===== src/rtl/cp0_exception_if.sv =====
// cp0_exception_if
//   Bundles the memory-stage signals exchanged between the pipeline and the
//   CP0/exception unit. There is no valid/ready handshake: every input is
//   sampled on each rising clock edge, and every output is combinational from
//   the inputs and the current CP0 state in the same cycle.
//
//   master : pipeline side. It drives the exception flags, the PC, the MTC0
//            write and the MFC0 read address.
//   slave  : CP0 side. It drives the read data, the flush/redirect and the
//            register taps.
interface cp0_exception_if;
    logic [5:0]  int_i;
    logic [31:0] pc_i;
    logic        in_delayslot_i;
    logic [31:0] bad_addr_i;
    logic        adel_if_i;
    logic        ri_i;
    logic        ov_i;
    logic        syscall_i;
    logic        break_i;
    logic        adel_i;
    logic        ades_i;
    logic        eret_i;
    logic        cp0_we_i;
    logic [4:0]  cp0_waddr_i;
    logic [4:0]  cp0_raddr_i;
    logic [31:0] cp0_wdata_i;
    logic [31:0] cp0_rdata_o;
    logic        flush_o;
    logic [31:0] new_pc_o;
    logic [31:0] status_o;
    logic [31:0] cause_o;
    logic [31:0] epc_o;

    modport master (
        output int_i, pc_i, in_delayslot_i, bad_addr_i,
               adel_if_i, ri_i, ov_i, syscall_i, break_i, adel_i, ades_i, eret_i,
               cp0_we_i, cp0_waddr_i, cp0_raddr_i, cp0_wdata_i,
        input  cp0_rdata_o, flush_o, new_pc_o, status_o, cause_o, epc_o
    );

    modport slave (
        input  int_i, pc_i, in_delayslot_i, bad_addr_i,
               adel_if_i, ri_i, ov_i, syscall_i, break_i, adel_i, ades_i, eret_i,
               cp0_we_i, cp0_waddr_i, cp0_raddr_i, cp0_wdata_i,
        output cp0_rdata_o, flush_o, new_pc_o, status_o, cause_o, epc_o
    );
endinterface


===== src/rtl/cp0_exception.sv =====
// cp0_exception
//   Coprocessor-0 register file (Status, Cause, EPC, BadVAddr, Count, Compare)
//   and the precise-exception unit for the memory stage of the 5-stage core.
//   It decides in the same cycle whether to flush IF..MEM and redirect fetch
//   either to EXC_VECTOR or to EPC (for ERET).
//
//   Ports:
//     clk  - clock
//     rst  - synchronous, active-high reset
//     bus  - cp0_exception_if.slave. It carries the interrupts, the PC and
//            delay-slot flag, the faulting address, the exception flags, the
//            MTC0/MFC0 access, the flush/new_pc redirect and the
//            status/cause/epc taps.
//
//   Build option:
//     CP0_TIMER_EN - when defined, Count/Compare and the timer interrupt
//                    (folded into IP7) are implemented. When undefined,
//                    Count and Compare read as 0 and ignore writes.
module cp0_exception #(
    parameter logic [31:0] EXC_VECTOR   = 32'hBFC0_0380,
    parameter logic [31:0] STATUS_RESET = 32'h0040_0000
) (
    input logic            clk,
    input logic            rst,
    cp0_exception_if.slave bus
);

    // Status bits that software may change: IM[15:8], EXL, IE.
    localparam logic [31:0] STATUS_WMASK = 32'h0000_FF03;

    logic [31:0] status;
    logic [31:0] cause;
    logic [31:0] epc;
    logic [31:0] badVAddr;
    logic [31:0] count;
    logic [31:0] compare;
    logic        timerPending;

    logic        intPending;
    logic        excTaken;
    logic [4:0]  excCode;
    logic        badWe;
    logic [31:0] badVal;
    logic        eretTaken;
    logic        mtc0En;

    assign intPending = status[0] & ~status[1] & (|(cause[15:8] & status[15:8]));

    // Fixed-priority exception select; the first match wins.
    always_comb begin
        excTaken = 1'b1;
        excCode  = 5'h00;
        badWe    = 1'b0;
        badVal   = 32'h0;
        if (intPending) begin
            excCode = 5'h00;
        end else if (bus.adel_if_i) begin
            excCode = 5'h04;
            badWe   = 1'b1;
            badVal  = bus.pc_i;
        end else if (bus.ri_i) begin
            excCode = 5'h0A;
        end else if (bus.ov_i) begin
            excCode = 5'h0C;
        end else if (bus.syscall_i) begin
            excCode = 5'h08;
        end else if (bus.break_i) begin
            excCode = 5'h09;
        end else if (bus.adel_i) begin
            excCode = 5'h04;
            badWe   = 1'b1;
            badVal  = bus.bad_addr_i;
        end else if (bus.ades_i) begin
            excCode = 5'h05;
            badWe   = 1'b1;
            badVal  = bus.bad_addr_i;
        end else begin
            excTaken = 1'b0;
        end
    end

    assign eretTaken = bus.eret_i & ~excTaken;
    // A redirect in this cycle discards the MTC0 of the same instruction.
    assign mtc0En    = bus.cp0_we_i & ~excTaken & ~eretTaken;

    assign bus.flush_o  = ~rst & (excTaken | eretTaken);
    assign bus.new_pc_o = excTaken ? EXC_VECTOR : epc;
    assign bus.status_o = status;
    assign bus.cause_o  = cause;
    assign bus.epc_o    = epc;

    always_comb begin
        bus.cp0_rdata_o = 32'h0;
        case (bus.cp0_raddr_i)
            5'd8:    bus.cp0_rdata_o = badVAddr;
            5'd9:    bus.cp0_rdata_o = count;
            5'd11:   bus.cp0_rdata_o = compare;
            5'd12:   bus.cp0_rdata_o = status;
            5'd13:   bus.cp0_rdata_o = cause;
            5'd14:   bus.cp0_rdata_o = epc;
            default: bus.cp0_rdata_o = 32'h0;
        endcase
    end

    always_ff @(posedge clk) begin
        if (rst) begin
            status   <= STATUS_RESET;
            cause    <= 32'h0;
            epc      <= 32'h0;
            badVAddr <= 32'h0;
        end else begin
            // The hardware interrupt lines (plus the timer on IP7) are re-sampled every cycle.
            cause[15:10] <= {bus.int_i[5] | timerPending, bus.int_i[4:0]};
            if (excTaken) begin
                // A nested exception (EXL already set) keeps the original EPC/BD.
                if (!status[1]) begin
                    epc       <= bus.in_delayslot_i ? (bus.pc_i - 32'd4) : bus.pc_i;
                    cause[31] <= bus.in_delayslot_i;
                end
                status[1]  <= 1'b1;
                cause[6:2] <= excCode;
                if (badWe) begin
                    badVAddr <= badVal;
                end
            end else if (eretTaken) begin
                status[1] <= 1'b0;
            end else if (mtc0En) begin
                case (bus.cp0_waddr_i)
                    5'd12:   status    <= (status & ~STATUS_WMASK) | (bus.cp0_wdata_i & STATUS_WMASK);
                    5'd13:   cause[9:8] <= bus.cp0_wdata_i[9:8];
                    5'd14:   epc       <= bus.cp0_wdata_i;
                    default: ;
                endcase
            end
        end
    end

`ifdef CP0_TIMER_EN
    // Count advances on every other edge; the toggle selects which edge.
    logic countToggle;

    always_ff @(posedge clk) begin
        if (rst) begin
            count        <= 32'h0;
            compare      <= 32'h0;
            timerPending <= 1'b0;
            countToggle  <= 1'b0;
        end else begin
            countToggle <= ~countToggle;
            if (mtc0En && bus.cp0_waddr_i == 5'd9) begin
                count <= bus.cp0_wdata_i;
            end else if (countToggle) begin
                count <= count + 32'd1;
            end
            // Writing Compare acknowledges the timer interrupt.
            if (mtc0En && bus.cp0_waddr_i == 5'd11) begin
                compare      <= bus.cp0_wdata_i;
                timerPending <= 1'b0;
            end else if (count == compare && compare != 32'h0) begin
                timerPending <= 1'b1;
            end
        end
    end
`else
    assign count        = 32'h0;
    assign compare      = 32'h0;
    assign timerPending = 1'b0;
`endif

endmodule


===== src/flat_wrapper.sv =====
// flat-port wrapper written by rule: the top's interface ports become plain ports
module cp0_exception_flat 
#(
    parameter logic [31:0] EXC_VECTOR   = 32'hBFC0_0380,
    parameter logic [31:0] STATUS_RESET = 32'h0040_0000
)
  (clk, rst, bus_int_i, bus_pc_i, bus_in_delayslot_i, bus_bad_addr_i, bus_adel_if_i, bus_ri_i, bus_ov_i, bus_syscall_i, bus_break_i, bus_adel_i, bus_ades_i, bus_eret_i, bus_cp0_we_i, bus_cp0_waddr_i, bus_cp0_raddr_i, bus_cp0_wdata_i, bus_cp0_rdata_o, bus_flush_o, bus_new_pc_o, bus_status_o, bus_cause_o, bus_epc_o);
  cp0_exception_if bus_i ();
  input logic clk;
  input logic rst;
  input wire logic [$bits(bus_i.int_i)-1:0] bus_int_i;
  input wire logic [$bits(bus_i.pc_i)-1:0] bus_pc_i;
  input wire logic [$bits(bus_i.in_delayslot_i)-1:0] bus_in_delayslot_i;
  input wire logic [$bits(bus_i.bad_addr_i)-1:0] bus_bad_addr_i;
  input wire logic [$bits(bus_i.adel_if_i)-1:0] bus_adel_if_i;
  input wire logic [$bits(bus_i.ri_i)-1:0] bus_ri_i;
  input wire logic [$bits(bus_i.ov_i)-1:0] bus_ov_i;
  input wire logic [$bits(bus_i.syscall_i)-1:0] bus_syscall_i;
  input wire logic [$bits(bus_i.break_i)-1:0] bus_break_i;
  input wire logic [$bits(bus_i.adel_i)-1:0] bus_adel_i;
  input wire logic [$bits(bus_i.ades_i)-1:0] bus_ades_i;
  input wire logic [$bits(bus_i.eret_i)-1:0] bus_eret_i;
  input wire logic [$bits(bus_i.cp0_we_i)-1:0] bus_cp0_we_i;
  input wire logic [$bits(bus_i.cp0_waddr_i)-1:0] bus_cp0_waddr_i;
  input wire logic [$bits(bus_i.cp0_raddr_i)-1:0] bus_cp0_raddr_i;
  input wire logic [$bits(bus_i.cp0_wdata_i)-1:0] bus_cp0_wdata_i;
  output wire logic [$bits(bus_i.cp0_rdata_o)-1:0] bus_cp0_rdata_o;
  output wire logic [$bits(bus_i.flush_o)-1:0] bus_flush_o;
  output wire logic [$bits(bus_i.new_pc_o)-1:0] bus_new_pc_o;
  output wire logic [$bits(bus_i.status_o)-1:0] bus_status_o;
  output wire logic [$bits(bus_i.cause_o)-1:0] bus_cause_o;
  output wire logic [$bits(bus_i.epc_o)-1:0] bus_epc_o;
  assign bus_i.int_i = bus_int_i;
  assign bus_i.pc_i = bus_pc_i;
  assign bus_i.in_delayslot_i = bus_in_delayslot_i;
  assign bus_i.bad_addr_i = bus_bad_addr_i;
  assign bus_i.adel_if_i = bus_adel_if_i;
  assign bus_i.ri_i = bus_ri_i;
  assign bus_i.ov_i = bus_ov_i;
  assign bus_i.syscall_i = bus_syscall_i;
  assign bus_i.break_i = bus_break_i;
  assign bus_i.adel_i = bus_adel_i;
  assign bus_i.ades_i = bus_ades_i;
  assign bus_i.eret_i = bus_eret_i;
  assign bus_i.cp0_we_i = bus_cp0_we_i;
  assign bus_i.cp0_waddr_i = bus_cp0_waddr_i;
  assign bus_i.cp0_raddr_i = bus_cp0_raddr_i;
  assign bus_i.cp0_wdata_i = bus_cp0_wdata_i;
  assign bus_cp0_rdata_o = bus_i.cp0_rdata_o;
  assign bus_flush_o = bus_i.flush_o;
  assign bus_new_pc_o = bus_i.new_pc_o;
  assign bus_status_o = bus_i.status_o;
  assign bus_cause_o = bus_i.cause_o;
  assign bus_epc_o = bus_i.epc_o;
  cp0_exception #(.EXC_VECTOR(EXC_VECTOR), .STATUS_RESET(STATUS_RESET)) u_core (.clk(clk), .rst(rst), .bus(bus_i));
endmodule

===== config.mk =====
export PLATFORM = sky130hd
export DESIGN_NAME = cp0_exception_flat
export DESIGN_NICKNAME = d
export VERILOG_FILES = /design/src/rtl/cp0_exception_if.sv /design/src/rtl/cp0_exception.sv /design/src/flat_wrapper.sv
export SDC_FILE = /design/constraint.sdc
export NUM_CORES = 1
export LEC_CHECK = 0
export ABC_AREA = 1
export ABC_CLOCK_PERIOD_IN_PS = 2500
export CORE_ASPECT_RATIO = 0.5
export CORE_UTILIZATION = 42
export DETAILED_ROUTE_END_ITERATION = 7
export PLACE_DENSITY = 0.82
export SLEW_MARGIN = 25
export SYNTH_ARGS = -nofsm -noshare
export SYNTH_HDL_FRONTEND = slang
export SYNTH_SLANG_ARGS = --single-unit

===== constraint.sdc =====
create_clock -name clk -period 2.5 [get_ports clk]
set_clock_uncertainty 0.15 [all_clocks]
set_input_delay 0.25 -clock clk [delete_from_list [all_inputs] [get_ports clk]]
set_output_delay 0.25 -clock clk [all_outputs]
set_load 0.05 [all_outputs]

Yosys cells after proc, flatten, opt, wreduce, memory -nomap -nowiden
Index checks and enable logic that the tools add are counted.
{ "op_classes": {"n_bitwise": 13, "reduce_logical": 11, "n_mux": 42, "n_eq_ne": 9, "add_sub_neg": 1} }
{ "op_table": {"columns": ["op", "n"], "rows": [
  ["2-to-1 mux 32 bit", 15],
  ["one-hot mux 32 bit (4 select lines)", 1],
  ["equality test 5 x 4 -> 1 bit, second input constant", 7],
  ["2-to-1 mux 5 bit", 7],
  ["OR 32 x 16 -> 32 bit", 1],
  ["subtractor 32 x 3 -> 32 bit, second input constant", 1],
  ["2-to-1 mux 1 bit", 16],
  ["AND reduction 4 bit", 3],
  ["bitwise AND 8 bit", 1],
  ["OR reduction 8 bit", 1],
  ["bitwise AND 1 bit", 6],
  ["AND reduction 2 bit", 3],
  ["nonzero test 3 bit", 2],
  ["2-to-1 mux 2 bit", 2],
  ["inverter 1 bit", 4],
  ["nonzero test 2 bit", 2],
  ["2-to-1 mux 3 bit", 1],
  ["!= test 2 x 1 -> 1 bit, second input constant", 1],
  ["!= test 2 bit, second input constant", 1],
  ["OR 1 bit", 1]
]} }
{ "totals": {"in_bits": 124, "register_bits": 110} }

Depth between registers and ports, before layout
{ "depth": {"word_depth": 15, "ltp_mapped": 13, "ltp_nobuf": 13} }

Least setup slack after synthesis
No wires, ideal clock.
{ "synth_timing": {"path_type": "reg2out", "from": "reg u_core.status[1] (netlist: u_core.bus.status_o[1])", "to": "out bus_new_pc_o[0]", "slack_ns": -0.048, "required_ns": 2.100, "path_stages_with_launch": 7, "t_arrival_ns": 2.148, "cell_sequence": "dfxtp_1 -> nor2_1 -> nand2_1 -> nand2_2 -> clkbuf_1 -> buf_1 -> nor2_1"} }
{ "synth_via": {"elab_chain_len": 5} }
{ "synth_rtl": {"columns": ["item", "line", "text"], "rows": [
  ["start: declaration", "cp0_exception.sv:31", "logic [31:0] status;"],
  ["start signal: assignment", "cp0_exception.sv:129", "5'd12: status <= (status & ~STATUS_WMASK) | (bus.cp0_wdata_i & STATUS_WMASK);"],
  ["inverter 1 bit (no line)", null, null],
  ["bitwise AND 1 bit (2 in series)", "cp0_exception.sv:47", "assign intPending = status[0] & ~status[1] & (|(cause[15:8] & status[15:8]));"],
  ["2-to-1 mux 1 bit", "cp0_exception.sv:55", "if (intPending) begin"],
  ["2-to-1 mux 32 bit", "cp0_exception.sv:87", "assign bus.new_pc_o = excTaken ? EXC_VECTOR : epc;"],
  ["end: declaration", "flat_wrapper.sv:29", "output wire logic [$bits(bus_i.new_pc_o)-1:0] bus_new_pc_o;"]
]} }
Every way passes these cells.

Final worst setup path
{ "layout_timing": {"from": "reg u_core.cause[15] (netlist: u_core.bus.cause_o[15])", "to": "out bus_new_pc_o[3]"} }
{ "layout_via": {"elab_chain_len": 5} }
{ "layout_rtl": {"columns": ["item", "line", "text"], "rows": [
  ["start: declaration", "cp0_exception.sv:32", "logic [31:0] cause;"],
  ["start signal: assignment", "cp0_exception.sv:113", "cause[15:10] <= {bus.int_i[5] | timerPending, bus.int_i[4:0]};"],
  ["bitwise AND 8 bit", "cp0_exception.sv:47", null],
  ["OR reduction 8 bit", "cp0_exception.sv:47", null],
  ["bitwise AND 1 bit", "cp0_exception.sv:47", null],
  ["2-to-1 mux 1 bit", "cp0_exception.sv:55", null],
  ["2-to-1 mux 32 bit", "cp0_exception.sv:87", null]
]} }
Every way passes these cells.

==> metrics.cfg <==
[clocking]
cts_root_buf = clkbuf_16
cts_buffer_depth = 2
htreeDepth = 3
ctsHoldBuffers = 0
cts_buffers = 9
clk_pin_slew_ps = 70
cts.sinks = 87
worstSkewPairLatency_ps = 350
cts_tree = yes

[place]
post_dp_cell_area_mm2 = 0.00923
hpwlAfterDp_um = 19300
place.gp.congestion = 0.914
port_buffers = 243

[pwr]
power_frac_comb_pct = 28.2
p_leak_nw = 4.23
p_int_mw = 2.80
swShare_pct = 34.2
switching_power_mw = 1.45
ir_drop_v = 0.000358
pwr-share-seq_pct = 36.0
p_total_mw = 4.26
p_per_area_mw_per_mm2 = 444
power_frac_clock_pct = 35.7

[worst_setup_path]
critPathMostFrequentCell = nand2_1
cp-start-kind = register
slowest_delay_ps = 340
rr_worst_depth = 13
cp.depth = 9
cp.required_ps = 2100
setup.worst_path.end_class = primary output
worst_ep_arrival_time_ps = 2040
cp_max_fo = 14
crit_chain = nand2_1 > nand2_1 > nor2_1 > nand2_1 > nand2_1 > nand2_2 > buf_4 > nor2_1 > buf_12
worst-setup-path-type = register to primary output
worst-path-buf-inv = 2
crit_family = simple AND/OR/NAND/NOR gates
slowest_stage = dfxtp_1

[synthesis]
synth_common_cells = 297 x nand2_1, 179 x nor2_1, 115 x inv_1
ys_types = 33
yosys_warnings = 0
yosysSeqAreaShare_pct = 28.5
yosys.area.top_type = dfxtp_1
ys_async_sr_fraction_pct = 0
syn-cell-area_mm2 = 0.00610
synth.most_common_cell = nand2_1
synth_top_area_share_pct = 28.5
synth_area_per_cell_um2 = 5.79
ys_ff_latch = 87
synth_edf_count = 0
syn-instance-count = 1054
synthFlopType = dfxtp_1
synthTopCellsByArea = dfxtp_1 29%, nand2_1 18%, nor2_1 11%

[sta]
max_slew_margin_pct = 62.3
tightest_slew_ps = 564
rsz0062_at_grt = true
hold_viol_final = 0
report.final.setup_viol = 0
finalCritPeriodShare_pct = 97.6
fmax_mhz = 410
min_period_ps = 2440
slew_violations = 0

[grt]
grt_pass1_wl_um = 38500
track_usage_pct = 33.5
grt_pass1_vias = 7274
antenna_found_initial = 0
overflow = 0
grt_max_degree = 57

[detailed_routing]
dr.pass1.iters = 5
wire_per_inst_um = 16.8
vias = 7751
drt_wl_total_um = 25100
drc = 0
drtAntennaViolNets = 0
viasPerCell = 5.20
drt_iter0_markers = 606

[floorplan]
io_pins = 285
die_w_um = 172
core_region_area_mm2 = 0.0139
initial_core_util_pct = 44.0
die_area_mm2 = 0.0150
die_height_um = 87.2
placementRows = 30

[hold_path]
hold_class = input pin to register
hold_depth = 3

[layout]
drive_above_1_share_pct = 11.6
stdcell_area_mm2 = 0.00960
post-route-util_pct = 69.3
area_delta_synth_final_pct = 57.3
fin_nets = 1418
n_antenna_cell = 0

[run_status]
status = complete, no violations

[run]
drv_cap = 0

==> layout by cell type (no fill, tap or decap), types with 8 or more instances in the layout <==
master and count:
nor2_1 168, clkbuf_16 9, o21ai_0 68, buf_4 45, a21oi_1 77, nand3_1 66
buf_12 58, inv_1 114, nand2_1 297, conb_1 41, nand4_1 13, nor2_2 20
o2111ai_1 8, clkdlybuf4s50_1 178, dfxtp_1 87
==> what timing repair did <==
action	in CTS	in global routing
buffers inserted	0	2
gates resized for setup	0	10
endpoints found under the setup margin	0	16
==> sequential cells by signal (all words and copies together), names as in the netlist <==
name	count
u_core.bus.status_o	10
u_core.bus.epc_o	32
u_core.bus.cause_o	13
u_core.badVAddr	32
==> final timing paths <==
path,to,slack [ps],startpoint
hold / removal,u_core.bus.cause_o[10],260,bus_int_i[0]
setup / recovery,bus_new_pc_o[3],60,u_core.bus.cause_o[15]
setup reg to reg,u_core.bus.epc_o[5],190,u_core.bus.cause_o[15]
hold reg to reg,u_core.badVAddr[0],320,u_core.badVAddr[0]
==> per-stage QoR <==
stage | hold slack, ps | instances | setup TNS [ps] | setup slack (ps)
4_1_cts | 263 | 1488 | 0 | 94.2
3_3_place_gp | 304 | 1472 | 0 | 65.4
2_1_floorplan | 207 | 1093 | -956 | -47.8
3_5_place_dp | 312 | 1472 | 0 | 0.102
6_report | 263 | 1490 | 0 | 60.4
5_1_grt | 262 | 1490 | -6.86 | -3.44
==> area by class of cell <==
cell class | count | area (µm²)
Timing Repair Buffer | 281 | 3280
Inverter | 116 | 438
Fill cell | 1185 | 4260
Clock buffer | 9 | 225
Multi-Input combinational cell | 798 | 3570
Clock inverter | 7 | 103
Sequential cell | 87 | 1740
Tap cell | 192 | 240
==> worst min-delay path: stages <==
cell and delay (ps):
clkdlybuf4s50_1 390, inv_1 50, nor2_1 30
==> layer usage <==
metal  GRT usage, %  vias up  share of wire, %
li1               -     3720                 -
met1           43.4     3566                43
met2           56.3      401                46
met3           6.22       64               7.8
met4           10.9        0               2.8
met5              0        -                 0
==> cells by family (layout without fill, tap and decap cells) <==
family | after synthesis | in the layout | synth area share [%]
buf+inv | 208 | 413 | 15.9
other cells | 2 | 41 | 0.123
simple gates | 583 | 583 | 39.3
flops | 87 | 87 | 28.5
compound gates | 167 | 167 | 15.1
xor+xnor | 6 | 6 | 0.861
fa+ha+maj | 1 | 1 | 0.205
==> power by group through the flow <==
stage | sequential [mW] | combinational [mW] | clock [mW]
2_1_floorplan | 1.72 | 0.564 | 0
3_3_place_gp | 1.56 | 1.17 | 0
3_5_place_dp | 1.56 | 1.18 | 0
4_1_cts | 1.53 | 1.19 | 1.51
5_1_grt | 1.54 | 1.29 | 1.59
6_report | 1.53 | 1.20 | 1.52
Power figures use the tool's default switching activity.
